==> src/rtl/sign_extender.sv <==
// Sign-extends the IR immediate (IR_msb=0) or branch offset (IR_msb=1) to OUT_W bits,
// with a registered copy. Optional macro SE_BRANCH_WORD_EN word-scales branch offsets.
module sign_extender #(
    parameter int unsigned IMM_W = 11,
    parameter int unsigned BR_W  = 13,
    parameter int unsigned OUT_W = 16
) (
    input  logic             CLK,
    input  logic             Reset,
    input  logic [IMM_W-1:0] IR_immediate,
    input  logic [BR_W-1:0]  IR_branch,
    input  logic             IR_msb,
    output logic [OUT_W-1:0] SEOUT,
    output logic [OUT_W-1:0] SEOUT_q,
    output logic             SE_neg
);

    logic signed [IMM_W-1:0] imm_s;
    logic [OUT_W-1:0]        imm_ext;
    logic [OUT_W-1:0]        br_ext;

    assign imm_s   = IR_immediate;
    assign imm_ext = OUT_W'(imm_s);

`ifdef SE_BRANCH_WORD_EN
    // Append a zero LSB first so the word scaling keeps the sign of the offset.
    logic signed [BR_W:0] br_s;
    assign br_s   = {IR_branch, 1'b0};
    assign br_ext = OUT_W'(br_s);
`else
    logic signed [BR_W-1:0] br_s;
    assign br_s   = IR_branch;
    assign br_ext = OUT_W'(br_s);
`endif

    // A true mux: the unselected field never reaches SEOUT.
    always_comb begin
        SEOUT = imm_ext;
        if (IR_msb) begin
            SEOUT = br_ext;
        end
    end

    assign SE_neg = SEOUT[OUT_W-1];

    always_ff @(posedge CLK or posedge Reset) begin
        if (Reset) begin
            SEOUT_q <= '0;
        end else begin
            SEOUT_q <= SEOUT;
        end
    end

endmodule

==> config.mk <==
export PLATFORM = sky130hd
export DESIGN_NAME = sign_extender
export DESIGN_NICKNAME = d
export VERILOG_FILES = /design/src/rtl/sign_extender.sv
export SDC_FILE = /design/constraint.sdc
export NUM_CORES = 1
export LEC_CHECK = 0
export CORE_ASPECT_RATIO = 0.7
export CORE_UTILIZATION = 30
export CTS_CLUSTER_DIAMETER = 80
export CTS_CLUSTER_SIZE = 40
export DETAILED_ROUTE_END_ITERATION = 8
export PLACE_DENSITY = 0.87
export REMOVE_ABC_BUFFERS = 1
export SYNTH_ARGS = -nofsm -noshare
export SYNTH_HDL_FRONTEND = slang
export SYNTH_SLANG_ARGS = --single-unit
==> constraint.sdc <==
create_clock -name CLK -period 2 [get_ports CLK]
set_clock_uncertainty 0.1 [all_clocks]
set_input_delay 0.4 -clock CLK [delete_from_list [all_inputs] [get_ports CLK]]
set_output_delay 0.4 -clock CLK [all_outputs]
set_load 0.02 [all_outputs]
==> out/summary.txt <==
status - finished, final reports clean
Sw Pwr - 0.202 mW
port bufs - 59
Fin. Hold Viols - 0
cell-internal power - 0.506 mW
first-pass GRT wire length - 2.55 mm
Residual DRC - 0
layout cell share with drive strength beyond 1 - 0.250
number of nets in the layout - 120
setup ws final - 0.0163 ns
Period minus WS final - 1.98 ns
GPL Wtd Cong - 0.721
Tcrit/Tclk final - 0.992
largest register by flop count - SEOUT_q
ys flop type - dfrtp_1
die area - 2100 sq um
post-layout util - 0.696
Critical Path Sink Type - primary output
M1 wire length - 533 um
leading cell types by count after synthesis - 13 x dfrtp_1, 10 x mux2_4, 7 x buf_4
Async SR Flop Fraction - 1.00
Critical Path Source - IR_msb
met2 wire length - 806 um
Max Fclk - 504 MHz
die width - 54.4 um
clock root buffer - clkbuf_4
vias in the first global route - 560
max cap viols - 0
drt wl/cell - 13.9 um
row count - 12
Leak - 0.532 nW
Die Ht - 38.7 um
Syn Area/Cell - 16.5 sq um
worst IR drop on VDD - 0.449 mV
RSZ-0062 raised after global routing - no
Sw Ratio - 0.285
Post-synth EDFFs - 0
clock power share - 0.218
DR vias/cell - 4.32
fin. max-slew vios - 0
top-area cell type share of the netlist area - 0.564
WL met3 - 224 um
combinational fraction of design power - 0.376
Seq pwr share - 0.407
Slew headroom - 0.682
Worst-path clk slew - 0.08 ns
measured slew at the worst slew-check pin - 0.476 ns
WS Path Type - in -> out
DR vias - 488
Core Region - 1700 sq um
worst min path class - in -> async
dpl ws - -0.521 ns
Post-CTS Setup Bufs - 0
DRT Pass-1 Iters - 1
DRT iter0 DRCs - 0
initial antenna violation count - 0
Seq/Total Area, Yosys - 0.564
Final setup viols - 0
CTS Hold Bufs - 0
Worst EP arrival - 1.48 ns
CTS tree - built
CTS Sinks - 13
largest buffer count on any clock path - 2
starting density of the core - 0.340
Syn Inst Count - 35
Yosys reg bits - 13
H-tree Lvls - 1
total track usage - 0.186
Antenna Cells - 0
boundary pin count - 60
post-synthesis cell area - 577 sq um
setup TNS - 0 ns
kind of start point of the critical path - input pin
Final ANT Viol Nets - 0
Power per Cell Area - 600 nW/um^2
synth top area cells - dfrtp_1 56%, mux2_4 26%, buf_4 9.1%
total CTS buffers - 3
CP Data Required Time - 1.50 ns
total routed wirelength - 1.57 mm
largest area contributor in the netlist - dfrtp_1
Top Registers - SEOUT_q: 13 flops
DR top layer - met4
count leader, synth - dfrtp_1
YS warnings - 0
worst-path fanout max - 8
Area Overhead vs Synth - 105%
largest net degree at the start of global routing - 14
Fin Hold WS - 0.342 ns
Largest register FFs - 13
Overflow after GRT - 0
post-synthesis cell type count - 6
layout make-up:
class,instances,area [sq um]
inverters,1,3.75
repair buffers,61,616
flip-flops and latches,13,325
clock buffers,4,26.3
well taps,21,26.3
fillers,123,515
multi-input cells,13,184
metrics by stage:
stage / instance area (sq um) / std cells / power (mW)
global placement: 1160 / 109 / 0.572
floorplan: 513 / 27 / 0.405
finish: 1180 / 113 / 0.708
global route: 1180 / 113 / 0.751
CTS: 1180 / 113 / 0.717
detailed placement: 1160 / 109 / 0.575
cell usage in the layout (no fill, tap or decap), drive strengths merged:
cell type       n
clkdlybuf4s50  41
dfrtp          13
mux2           13
dlygate4sd2    10
clkdlybuf4s15   8
clkbuf          4
buf             2
inv             1
path summary, 6_finish.rpt:
check,slack (ns),cells past startpoint,end
setup / recovery,0.02,4,SEOUT[15]
hold / removal,0.34,2,SEOUT_q[11]
max in group asynchronous,1.13,2,SEOUT_q[9]
min in group CLK,0.64,3,SEOUT_q[11]
critical path, cell delays in order:
cell and delay (ns):
clkdlybuf4s15_1 0.26, buf_12 0.16, mux2_2 0.39, clkdlybuf4s15_2 0.27
per-layer routing:
metal  GRT usage  vias up
met5           0        -
met4      0.0192        0
met3       0.141        2
met2       0.338       36
met1       0.170      227
li1            -      223
timing repair:
action | CTS | global route
setup endpoints to repair | 17 | 2
cloned | 0 | 0
resized for setup | 30 | 2
endpoints found under the hold margin | 0 | 0
cells by family (layout without fill, tap and decap cells):
group / count (synthesis) / count (layout) / synth area share
flops: 13 / 13 / 0.564
mux: 13 / 13 / 0.319
buf+inv: 9 / 66 / 0.117
power groups by stage:
stage	Combinational [mW]	Clock [mW]	Sequential, mW
2_1_floorplan	0.0786	0	0.327
3_3_place_gp	0.279	0	0.293
3_5_place_dp	0.281	0	0.294
4_1_cts	0.267	0.161	0.288
5_1_grt	0.282	0.179	0.290
6_report	0.266	0.154	0.288
No activity file was read; power rests on OpenSTA's default activity.
